`src/rtl/ps2_pkg.sv`:
```
// Shared types and constants for the dual PS/2 input arbiter.
// Holds the receiver state encoding, source IDs and frame geometry.
package ps2_pkg;

    typedef enum logic [1:0] {
        RX_IDLE   = 2'd0,
        RX_DATA   = 2'd1,
        RX_PARITY = 2'd2,
        RX_STOP   = 2'd3
    } rx_state_e;

    localparam logic SRC_KBD   = 1'b0;
    localparam logic SRC_MOUSE = 1'b1;

    localparam int FRAME_DATA_BITS = 8;

    // PS/2 uses odd parity over the eight data bits plus the parity bit.
    function automatic logic odd_parity_ok(input logic [7:0] data, input logic par);
        return ^{data, par};
    endfunction

endpackage

```
`src/rtl/ps2_rx.sv`:
```
// One PS/2 receiver: line synchronizers, clock glitch filter, frame FSM and timeout.
// Build option PS2_PARITY_CHECK_EN drops frames with bad odd parity at STOP.
module ps2_rx
    import ps2_pkg::*;
#(
    parameter int FILTER_LEN  = 4,
    parameter int TIMEOUT_CYC = 2000
) (
    input  logic       clk,
    input  logic       rst_n,
    input  logic       ps2_clk,
    input  logic       ps2_data,
    output logic       byte_valid,
    output logic [7:0] byte_data
);

    localparam int FW = $clog2(FILTER_LEN + 1);
    localparam int TW = $clog2(TIMEOUT_CYC + 1);

    logic [1:0]    clk_sync_q, clk_sync_d;
    logic [1:0]    data_sync_q, data_sync_d;
    logic          flt_q, flt_d;
    logic [FW-1:0] flt_cnt_q, flt_cnt_d;
    rx_state_e     state_q, state_d;
    logic [2:0]    bit_cnt_q, bit_cnt_d;
    logic [7:0]    shift_q, shift_d;
    logic [TW-1:0] timer_q, timer_d;
    logic          valid_q, valid_d;

    logic fall;
    logic line_data;
    logic timed_out;
    logic frame_ok;

    assign line_data = data_sync_q[1];

    // The filtered level only flips after FILTER_LEN consecutive differing samples.
    always_comb begin
        clk_sync_d  = {clk_sync_q[0], ps2_clk};
        data_sync_d = {data_sync_q[0], ps2_data};
        flt_d       = flt_q;
        flt_cnt_d   = '0;
        if (clk_sync_q[1] != flt_q) begin
            if (flt_cnt_q == FW'(FILTER_LEN - 1)) begin
                flt_d = clk_sync_q[1];
            end else begin
                flt_cnt_d = flt_cnt_q + 1'b1;
            end
        end
    end

    assign fall      = flt_q & ~flt_d;
    assign timed_out = (state_q != RX_IDLE) && !fall && (timer_q == TW'(TIMEOUT_CYC - 1));

    always_ff @(posedge clk or negedge rst_n) begin
        if (!rst_n) begin
            clk_sync_q  <= 2'b11;
            data_sync_q <= 2'b11;
            flt_q       <= 1'b1;
            flt_cnt_q   <= '0;
            state_q     <= RX_IDLE;
            bit_cnt_q   <= '0;
            shift_q     <= '0;
            timer_q     <= '0;
            valid_q     <= 1'b0;
        end else begin
            clk_sync_q  <= clk_sync_d;
            data_sync_q <= data_sync_d;
            flt_q       <= flt_d;
            flt_cnt_q   <= flt_cnt_d;
            state_q     <= state_d;
            bit_cnt_q   <= bit_cnt_d;
            shift_q     <= shift_d;
            timer_q     <= timer_d;
            valid_q     <= valid_d;
        end
    end

`ifdef PS2_PARITY_CHECK_EN
    logic par_q, par_d;

    always_comb begin
        par_d = par_q;
        if (state_q == RX_PARITY && fall) begin
            par_d = line_data;
        end
    end

    always_ff @(posedge clk or negedge rst_n) begin
        if (!rst_n) begin
            par_q <= 1'b0;
        end else begin
            par_q <= par_d;
        end
    end

    assign frame_ok = line_data && odd_parity_ok(shift_q, par_q);
`else
    assign frame_ok = line_data;
`endif

    always_comb begin
        state_d = state_q;
        unique case (state_q)
            RX_IDLE:   if (fall && !line_data) state_d = RX_DATA;
            RX_DATA:   if (fall && bit_cnt_q == 3'(FRAME_DATA_BITS - 1)) state_d = RX_PARITY;
            RX_PARITY: if (fall) state_d = RX_STOP;
            RX_STOP:   if (fall) state_d = RX_IDLE;
            default:   state_d = RX_IDLE;
        endcase
        if (timed_out) begin
            state_d = RX_IDLE;
        end
    end

    // The completed byte stays in shift_q until the next start bit, so the
    // registered valid pulse can present it one cycle after STOP.
    always_comb begin
        shift_d   = shift_q;
        bit_cnt_d = bit_cnt_q;
        valid_d   = 1'b0;
        timer_d   = (state_q == RX_IDLE || fall || timed_out) ? '0 : timer_q + 1'b1;
        unique case (state_q)
            RX_IDLE: begin
                if (fall) bit_cnt_d = '0;
            end
            RX_DATA: begin
                if (fall) begin
                    shift_d   = {line_data, shift_q[7:1]};
                    bit_cnt_d = bit_cnt_q + 1'b1;
                end
            end
            RX_STOP: begin
                if (fall && frame_ok) valid_d = 1'b1;
            end
            default: ;
        endcase
    end

    assign byte_valid = valid_q;
    assign byte_data  = shift_q;

endmodule

```
`src/rtl/ps2_input_arbiter.sv`:
```
// Keyboard + mouse PS/2 receivers feeding per-source FIFOs and a round-robin output port.
// Build option PS2_PARITY_CHECK_EN (in ps2_rx) enables parity rejection.
module ps2_input_arbiter
    import ps2_pkg::*;
#(
    parameter int FIFO_DEPTH  = 4,
    parameter int FILTER_LEN  = 4,
    parameter int TIMEOUT_CYC = 2000
) (
    input  logic       clk,
    input  logic       rst_n,
    input  logic       kbd_clk,
    input  logic       kbd_data,
    input  logic       mouse_clk,
    input  logic       mouse_data,
    output logic       out_valid,
    input  logic       out_ready,
    output logic [7:0] out_data,
    output logic       out_src,
    output logic [1:0] ovf,
    input  logic       clr_ovf
);

    localparam int PW = (FIFO_DEPTH > 1) ? $clog2(FIFO_DEPTH) : 1;
    localparam int CW = $clog2(FIFO_DEPTH + 1);

    logic [1:0]         rx_valid;
    logic [7:0]         rx_data [2];

    logic [7:0]         mem_q [2][FIFO_DEPTH];
    logic [1:0][PW-1:0] wptr_q, wptr_d;
    logic [1:0][PW-1:0] rptr_q, rptr_d;
    logic [1:0][CW-1:0] cnt_q, cnt_d;
    logic [1:0]         ovf_q, ovf_d;
    logic               last_q, last_d;
    logic               sel_q, sel_d;
    logic               lock_q, lock_d;

    logic [1:0]         nonempty;
    logic [1:0]         pop;
    logic [1:0]         push_ok;
    logic [1:0]         drop;
    logic               sel;
    logic               hs;

    ps2_rx #(
        .FILTER_LEN  (FILTER_LEN),
        .TIMEOUT_CYC (TIMEOUT_CYC)
    ) u_kbd_rx (
        .clk        (clk),
        .rst_n      (rst_n),
        .ps2_clk    (kbd_clk),
        .ps2_data   (kbd_data),
        .byte_valid (rx_valid[SRC_KBD]),
        .byte_data  (rx_data[SRC_KBD])
    );

    ps2_rx #(
        .FILTER_LEN  (FILTER_LEN),
        .TIMEOUT_CYC (TIMEOUT_CYC)
    ) u_mouse_rx (
        .clk        (clk),
        .rst_n      (rst_n),
        .ps2_clk    (mouse_clk),
        .ps2_data   (mouse_data),
        .byte_valid (rx_valid[SRC_MOUSE]),
        .byte_data  (rx_data[SRC_MOUSE])
    );

    // A stalled offer keeps its grant; otherwise round-robin against the last handshake.
    always_comb begin
        nonempty[SRC_KBD]   = (cnt_q[SRC_KBD] != '0);
        nonempty[SRC_MOUSE] = (cnt_q[SRC_MOUSE] != '0);
        if (lock_q) begin
            sel = sel_q;
        end else if (&nonempty) begin
            sel = ~last_q;
        end else if (nonempty[SRC_KBD]) begin
            sel = SRC_KBD;
        end else if (nonempty[SRC_MOUSE]) begin
            sel = SRC_MOUSE;
        end else begin
            sel = SRC_KBD;
        end
        out_valid = nonempty[sel];
        out_src   = out_valid & sel;
        out_data  = out_valid ? mem_q[sel][rptr_q[sel]] : 8'h00;
        hs        = out_valid & out_ready;
        lock_d    = out_valid & ~out_ready;
        sel_d     = sel;
        last_d    = hs ? sel : last_q;
    end

    // A full FIFO still accepts a push when it is popped in the same cycle.
    always_comb begin
        wptr_d  = wptr_q;
        rptr_d  = rptr_q;
        cnt_d   = cnt_q;
        pop     = '0;
        push_ok = '0;
        drop    = '0;
        ovf_d   = clr_ovf ? 2'b00 : ovf_q;
        for (int s = 0; s < 2; s++) begin
            pop[s]     = hs && (sel == 1'(s));
            push_ok[s] = rx_valid[s] && ((cnt_q[s] != CW'(FIFO_DEPTH)) || pop[s]);
            drop[s]    = rx_valid[s] && !push_ok[s];
            if (push_ok[s]) wptr_d[s] = wptr_q[s] + 1'b1;
            if (pop[s])     rptr_d[s] = rptr_q[s] + 1'b1;
            cnt_d[s] = cnt_q[s] + CW'(push_ok[s]) - CW'(pop[s]);
            if (drop[s]) ovf_d[s] = 1'b1;
        end
    end

    always_ff @(posedge clk or negedge rst_n) begin
        if (!rst_n) begin
            wptr_q <= '0;
            rptr_q <= '0;
            cnt_q  <= '0;
            ovf_q  <= '0;
            last_q <= SRC_MOUSE;
            sel_q  <= SRC_KBD;
            lock_q <= 1'b0;
        end else begin
            wptr_q <= wptr_d;
            rptr_q <= rptr_d;
            cnt_q  <= cnt_d;
            ovf_q  <= ovf_d;
            last_q <= last_d;
            sel_q  <= sel_d;
            lock_q <= lock_d;
        end
    end

    always_ff @(posedge clk) begin
        for (int s = 0; s < 2; s++) begin
            if (push_ok[s]) mem_q[s][wptr_q[s]] <= rx_data[s];
        end
    end

    assign ovf = ovf_q;

endmodule
```
`config.mk`:
```
export PLATFORM = sky130hd
export DESIGN_NAME = ps2_input_arbiter
export DESIGN_NICKNAME = d
export VERILOG_FILES = /design/src/rtl/ps2_pkg.sv /design/src/rtl/ps2_rx.sv /design/src/rtl/ps2_input_arbiter.sv
export SDC_FILE = /design/constraint.sdc
export NUM_CORES = 1
export LEC_CHECK = 0
export ABC_AREA = 1
export BUFFER_PORTS_ARGS = -buffer_cell sky130_fd_sc_hd__buf_2
export CORE_MARGIN = 8
export CORE_UTILIZATION = 59
export DETAILED_ROUTE_END_ITERATION = 7
export GPL_ROUTABILITY_DRIVEN = 0
export PLACE_DENSITY_LB_ADDON = 0.2
export SYNTH_ARGS = -nofsm -noshare
export SYNTH_HDL_FRONTEND = slang
export SYNTH_SLANG_ARGS = --single-unit
```
`constraint.sdc`:
```
create_clock -name clk -period 3.5 [get_ports clk]
set_clock_uncertainty 0.2 [all_clocks]
set_input_delay 0.175 -clock clk [delete_from_list [all_inputs] [get_ports clk]]
set_output_delay 0.175 -clock clk [all_outputs]
set_load 0.005 [all_outputs]
```
==> impl_metrics.csv, run 1 <==
group,metric,value,unit
status,run_status,"completed",
place,pre_cts_ws,0.493,ns
power_and_ir_drop,cellPowerDensity,796,mW/mm^2
setup_path,critical_path_buf_inv_count,4,
power_and_ir_drop,max-vdd-ir-drop,0.630,mV
die,die-width,125,microns
sta,slew_violations,0,
sta,timing.final.hold_violations,0,
sta,finalWorstSetupSlack,0.481,ns
global_routing,grt-ovfl-total,0,
sta,finalSetupTns,0,ns
yosys,synth-simple-area-share,21.6,%
setup_path,cp.arrival,3.13,ns
final_layout,flow.area_growth_from_synthesis,14.1,%
final_layout,layout-drive-gt1-share,11.6,%
route,detailedRoute.firstPassIterationCount,5,
yosys,synth_seq_cells,149,
route,sum_of_routed_wire_length_over_all_layers,13300,microns
yosys,part_of_the_yosys_area_used_for_sequential_elements,58.5,%
yosys,postSynth.asyncResetShare,57.0,%
sta,slew-limit-headroom,30.0,%
yosys,synth_mux_area_share,0.324,%
clocking,cts_h_tree_depth,4,
route,drc_errors,0,
global_routing,grt_pass1_wl,22700,microns
yosys,ys_dominant_reg_cell,"sky130_fd_sc_hd__dfrtp_1",
power_and_ir_drop,power.static_leakage,3.78,nW
yosys,synth_nets,762,
route,via_to_cell_ratio,5.26,
clocking,cts.sink_count,149,
yosys,post_synth_num_cell_types,37,
clocking,clkTransAtPathRegs,0.06,ns
final_layout,insertedDiodeCount,0,
clocking,clk-insertion-delay-late,0.42,ns
sta,finalSetupViolations,0,
yosys,synth_enable_flop_cells,64,
die,core_footprint,0.0115,sq mm
global_routing,antenna_found_initial,0,
die,rows,39,
die,chipHeight,125,microns
setup_path,crit_fanout,38,
route,drt-wirelength-per-cell,14.5,microns
place,placed_cell_area,0.00721,sq mm
sta,max_slew.worst_pin.slew,1.05,ns
place,input_output_buffers,19,
yosys,synth_xor_area_share,1.39,%
clocking,cts_tree,"done",
yosys,synthesis.area,0.00695,sq mm
setup_path,critical_path.top_delay_family,"simple AND/OR/NAND/NOR gates",
setup_path,crit_path_end_kind,"flop",
sta,fin_crit_sh,86.3,%
yosys,synthesized_area_fraction_occupied_by_ao_oa_aoi_and_oai_cells,4.72,%
power_and_ir_drop,total_power,6.31,mW
global_routing,grt_max_degree,86,
setup_path,cpPeakStageDelay,0.48,ns
yosys,synth_adder_area_share,5.98,%
place,dp_hpwl,8660,microns
setup_path,worstPathRequired,3.61,ns
sta,setup_repair_after_global_routing_missed_its_margin,"no",
final_layout,finish.utilization,69.1,%
route,detailroute.via_count,4829,
setup_path,worstSetupStartpointType,"flop",
sta,clock.fmax,0.331,GHz
clocking,cts_root_buffer,"sky130_fd_sc_hd__clkbuf_16",
die,floorplan_die_area,0.0155,sq mm
yosys,yosysWarnings,0,
global_routing,first_global_vias,4799,
final_layout,layout.cell_area.non_filler,0.00793,sq mm
yosys,synth_top_family_by_area,"simple AND/OR/NAND/NOR gates",
die,io_pins,20,
die,effective_utilization_at_floorplan,60.6,%
setup_path,cp_slowest_cell,"sky130_fd_sc_hd__fa_1",
clocking,cts_inserted_buffers,17,
route,dr.first_iter.drc_count,272,
clocking,ctsLongestPathBuffers,2,
setup_path,path_class,"reg2reg",
yosys,synth.avg_cell_area,9.62,sq um
min_path,hold_path_class,"reg2reg",
yosys,syn-instance-count,722,
route,ant_nets,0,
global_routing,globalRouteTotalUtil,18.2,%
sta,period_minus_slack,3.02,ns
setup_path,cell_chain_critical_path,"nor2_1 -> nand2_2 -> nand2_1 -> nand2_4 -> nand2_2 -> buf_4 -> nand3_2 -> nand3_2 -> nand2_2 -> ha_1 -> inv_1 -> ha_1 -> inv_1 -> fa_1 -> inv_1",
job,max_cap_violations,0,
final_layout,finish.net_count,802,
## area by class of cell
class                           count  area, sq um
Sequential cell                   149         4060
Fill cell                         852         3540
Multi-Input combinational cell    443         2360
Clock buffer                       18          439
Inverter                          114          428
Timing Repair Buffer               37          250
Clock inverter                     14          208
Tap cell                          143          179
## flip-flops by register name (all words and copies together), names as in the netlist, 3 cells and up
register	count
cnt_q	6
rptr_q	4
u_kbd_rx.flt_cnt_q	3
u_mouse_rx.flt_cnt_q	3
u_kbd_rx.timer_q	11
u_kbd_rx.byte_data	8
wptr_q	4
u_kbd_rx.bit_cnt_q	3
mem_q	64
u_mouse_rx.byte_data	8
u_mouse_rx.timer_q	11
u_mouse_rx.bit_cnt_q	3
## synthesized netlist by cell type (3+ instances only)
| cell | instances | area share, % |
|---|---|---|
| sky130_fd_sc_hd__nor3b_1 | 3 | 0.32 |
| sky130_fd_sc_hd__dfrtp_1 | 74 | 27 |
| sky130_fd_sc_hd__buf_4 | 3 | 0.32 |
| sky130_fd_sc_hd__nand3b_1 | 24 | 2.6 |
| sky130_fd_sc_hd__a21oi_1 | 26 | 1.9 |
| sky130_fd_sc_hd__buf_6 | 3 | 0.49 |
| sky130_fd_sc_hd__dfstp_2 | 11 | 4.2 |
| sky130_fd_sc_hd__inv_1 | 112 | 6.1 |
| sky130_fd_sc_hd__nor3_1 | 20 | 1.4 |
| sky130_fd_sc_hd__ha_1 | 30 | 5.4 |
| sky130_fd_sc_hd__edfxtp_1 | 64 | 28 |
| sky130_fd_sc_hd__nand4_1 | 5 | 0.45 |
| sky130_fd_sc_hd__xor2_1 | 6 | 0.76 |
| sky130_fd_sc_hd__nor2_1 | 56 | 3.0 |
| sky130_fd_sc_hd__nand2_1 | 185 | 10 |
| sky130_fd_sc_hd__clkbuf_1 | 8 | 0.43 |
| sky130_fd_sc_hd__nand2_4 | 3 | 0.49 |
| sky130_fd_sc_hd__xnor2_1 | 5 | 0.63 |
| sky130_fd_sc_hd__o21ai_0 | 28 | 2.0 |
| sky130_fd_sc_hd__nand3_1 | 30 | 2.2 |
| sky130_fd_sc_hd__nand2_2 | 5 | 0.45 |
## cells by family (layout without fill, tap and decap cells)
kind of cell,Yosys count,count (layout)
buf+inv,130,183
compound gates,62,62
flops,149,149
xor+xnor,11,11
mux,2,2
simple gates,336,336
fa+ha+maj,32,32
## metal layers
layer  track usage (%)  vias to the layer above  wire (microns)
met2              31.4                      107            6720
li1                  -                     2389               -
met5                 0                        -               0
met3              4.34                       26             541
met1              21.0                     2307            5710
met4              8.08                        0             297
## layout by cell type, fill, tap and decap left out, drive strengths merged, types with 18 or more instances in the layout
| master | count |
|---|---|
| a21oi | 27 |
| buf | 30 |
| clkbuf | 18 |
| dfrtp | 74 |
| edfxtp | 64 |
| ha | 30 |
| inv | 114 |
| nand2 | 193 |
| nand3 | 32 |
| nand3b | 24 |
| nor2 | 56 |
| nor3 | 20 |
| o21ai | 30 |
## repair_timing
item,in CTS,in global routing
buffers inserted,0,0
endpoints found under the hold margin,84,0
hold buffers,7,0
gates resized for setup,0,0
## where the power goes
part	internal (mW)	switching (mW)	leakage, nW
sequential	2.09	0.189	1.72
combinational	0.732	1.35	1.74
clock	1.28	0.677	0.315
total	4.10	2.21	3.78
## path summary, 6_finish.rpt
check,slack [ns],depth (start not counted),from,to
max in group asynchronous,2.14,2,rst_n,u_mouse_rx.byte_data[0]$_DFFE_PN0P_
worst min-delay path,0.16,0,u_kbd_rx.clk_sync_q[0]$_DFF_PN1_,u_kbd_rx.clk_sync_q[1]$_DFF_PN1_
worst max register to register,0.48,15,cnt_q[1]$_DFF_PN0_,cnt_q[4]$_DFF_PN0_
worst min register to register,0.16,0,u_kbd_rx.clk_sync_q[0]$_DFF_PN1_,u_kbd_rx.clk_sync_q[1]$_DFF_PN1_
worst max-delay path,0.48,15,cnt_q[1]$_DFF_PN0_,cnt_q[4]$_DFF_PN0_
min in group asynchronous,0.31,2,rst_n,u_kbd_rx.flt_cnt_q[1]$_DFF_PN0_
## through the flow
stage	std cells	hold slack [ns]
6_report	918	0.156
5_1_grt	918	0.158
4_1_cts	918	0.156
3_5_place_dp	879	0.0812
3_3_place_gp	879	0.0799
2_1_floorplan	722	-0.321
Note: power is estimated with default switching activity, not from simulation.
==> run 2: changes to the inputs <==
Settings changed: CORE_MARGIN 8 to 2, CORE_UTILIZATION 59 to 60, RECOVER_POWER from default to 50.
==> run 2 against run 1 <==
First-iteration DRC count shrank 21%. Critical path type unchanged. Total power shrank 1.7%. Utilization grew 0.30 points. Highest routed layer unchanged. The run now ends with max-capacitance violations, max-slew violations left. Non-clock buffer count is the same. Final area shrank 0.43%. Sequential power is essentially flat. Combinational power is essentially flat. Global-route usage grew 4.3 points. Critical path depth is the same.
==> impl_metrics.csv, run 2 (synthesized netlist as in run 1, its figures left out) <==
group,metric,value,unit
status,run_status,"finished, violations left",
status,failed_checks,"max-capacitance violations, max-slew violations",
global_routing,globalRouteTotalUtil,22.4,%
final_layout,final_common_cell,"sky130_fd_sc_hd__nand2_1",
sta,setup_repair_after_global_routing_missed_its_margin,"no",
die,effective_utilization_at_floorplan,61.1,%
route,ant_nets,0,
job,max_cap_violations,1,
sta,finalSetupTns,0,ns
sta,slew_violations,86,
route,dr.first_iter.drc_count,216,
final_layout,fill_cells,824,
route,via_to_cell_ratio,5.11,
final_layout,final-instance-count-excl-fill,918,
clocking,cts_root_buffer,"sky130_fd_sc_hd__clkbuf_16",
min_path,hold_path_depth,0,
power_and_ir_drop,max-vdd-ir-drop,0.800,mV
power_and_ir_drop,cellPowerDensity,786,mW/mm^2
die,die-width,112,microns
min_path,holdPathEnd,"u_kbd_rx.clk_sync_q[1]$_DFF_PN1_",
setup_path,crit_path_end_kind,"flop",
power_and_ir_drop,total_power,6.21,mW
sta,slew-limit-headroom,-37.1,%
clocking,ctsLongestPathBuffers,2,
place,dpl.cell_count,879,
route,drc_errors,0,
final_layout,most_used_cells_in_the_layout_excluding_fill_and_tap_cells,"185 x sky130_fd_sc_hd__nand2_1, 112 x sky130_fd_sc_hd__inv_1, 74 x sky130_fd_sc_hd__dfrtp_1",
clocking,cts_h_tree_depth,4,
global_routing,grt-ovfl-total,0,
setup_path,cpPeakStageDelay,0.41,ns
global_routing,grt_max_degree,86,
setup_path,r2r-end,"cnt_q[5]$_DFF_PN0_",
min_path,hold_path_class,"reg2reg",
setup_path,worstPathRequired,3.60,ns
place,dp_hpwl,8190,microns
die,core_footprint,0.0114,sq mm
clocking,clk-insertion-delay-late,0.41,ns
power_and_ir_drop,power.static_leakage,3.76,nW
sta,period_minus_slack,3.06,ns
route,drt-wirelength-per-cell,14.0,microns
sta,timing.final.hold_violations,0,
clocking,clkTransAtPathRegs,0.05,ns
place,input_output_buffers,19,
global_routing,antenna_found_initial,0,
setup_path,setup_slack_of_the_worst_register_to_register_path,0.44,ns
min_path,timing.hold.worst.start,"u_kbd_rx.clk_sync_q[0]$_DFF_PN1_",
global_routing,first_global_vias,4552,
route,sum_of_routed_wire_length_over_all_layers,12900,microns
setup_path,worst-r2r-cell-count,15,
setup_path,cell_chain_critical_path,"nor2_1 -> nand2_2 -> nand2_1 -> nand2_4 -> nand2_2 -> buf_4 -> nand3_2 -> nand3_2 -> nand2_2 -> ha_1 -> inv_1 -> ha_1 -> inv_1 -> fa_1 -> xnor2_1",
setup_path,crit_fanout,38,
setup_path,cp.arrival,3.16,ns
setup_path,path_class,"reg2reg",
die,chipHeight,112,microns
final_layout,layout-drive-gt1-share,10.8,%
route,detailroute.via_count,4688,
clocking,cts.sink_count,149,
final_layout,largest_register_ff_count,64,
sta,max_slew.worst_pin.slew,2.06,ns
setup_path,r2r-start,"cnt_q[1]$_DFF_PN0_",
sta,clock.fmax,0.326,GHz
sta,fin_crit_sh,87.5,%
final_layout,finish.net_count,802,
global_routing,grt_pass1_wl,21800,microns
setup_path,critical_path.top_delay_family,"simple AND/OR/NAND/NOR gates",
setup_path,cp_slowest_cell,"sky130_fd_sc_hd__dfrtp_1",
route,detailedRoute.firstPassIterationCount,5,
setup_path,worstSetupStartpointType,"flop",
clocking,cts_inserted_buffers,17,
final_layout,flow.area_growth_from_synthesis,13.6,%
clocking,post_cts.resized_instances,0,
die,io_pins,20,
setup_path,critical_path_buf_inv_count,3,
sta,finalSetupViolations,0,
setup_path,crit_top_cell,"sky130_fd_sc_hd__nand2_2",
die,rows,39,
final_layout,insertedDiodeCount,0,
clocking,cts_tree,"done",
die,floorplan_die_area,0.0125,sq mm
==> run 2: cell types whose count changed in the layout (fill, tap and decap cells not counted), sizes merged <==
cell,before,now
inv,114,115
clkinvlp,2,1
clkinv,7,3
bufinv,5,2
clkbuf,18,27
buf,30,28
==> run 2: worst max-delay path by stage <==
| stage | from | end | slack, ns | cells past startpoint |
|---|---|---|---|---|
| floorplan | cnt_q[4]$_DFF_PN0_ | cnt_q[2]$_DFF_PN0_ | 0.80 | 13 |
| global placement | cnt_q[1]$_DFF_PN0_ | cnt_q[4]$_DFF_PN0_ | 0.55 | 15 |
| detailed placement | cnt_q[0]$_DFF_PN0_ | cnt_q[5]$_DFF_PN0_ | 0.46 | 15 |
| CTS | cnt_q[0]$_DFF_PN0_ | cnt_q[5]$_DFF_PN0_ | 0.41 | 15 |
| global route | cnt_q[1]$_DFF_PN0_ | cnt_q[4]$_DFF_PN0_ | 0.23 | 15 |
| finish | cnt_q[1]$_DFF_PN0_ | cnt_q[5]$_DFF_PN0_ | 0.44 | 15 |
==> run 2: where the power goes <==
part	switching [mW]	internal, mW
clock	0.659	1.19
combinational	1.35	0.736
sequential	0.187	2.09
==> run 2: metrics by stage <==
step	instance area, sq um	hold slack, ns	setup WS [ns]	util [%]
floorplan	6950	-0.321	0.802	-
global placement	7210	0.0814	0.550	63.4
detailed placement	7210	0.0836	0.458	63.4
CTS	7900	0.158	0.410	69.5
global route	7890	0.158	0.231	69.4
finish	7890	0.156	0.437	69.4
==> run 2: routing by layer <==
layer / routed length (microns) / vias up / global-route usage, % / share of wire, %
li1: - / 2390 / - / -
met1: 5510 / 2193 / 28.3 / 43
met2: 6600 / 86 / 38.5 / 51
met3: 511 / 19 / 5.12 / 4.0
met4: 228 / 0 / 8.07 / 1.8
met5: 0 / - / 0 / 0
==> run 2: repair_timing <==
item	4_1_cts	5_1_grt
hold buffers	7	0
buffers inserted	0	0
endpoints found under the hold margin	84	0
==> run 2: final cells by class <==
cell class / instances / area, sq um / share of cell area (%)
Multi-Input combinational cell: 443 / 2360 / 29.9
Inverter: 114 / 428 / 5.42
Clock inverter: 7 / 88.8 / 1.13
Sequential cell: 149 / 4060 / 51.5
Tap cell: 143 / 179 / 2.27
Timing Repair Buffer: 37 / 246 / 3.12
Clock buffer: 25 / 528 / 6.69
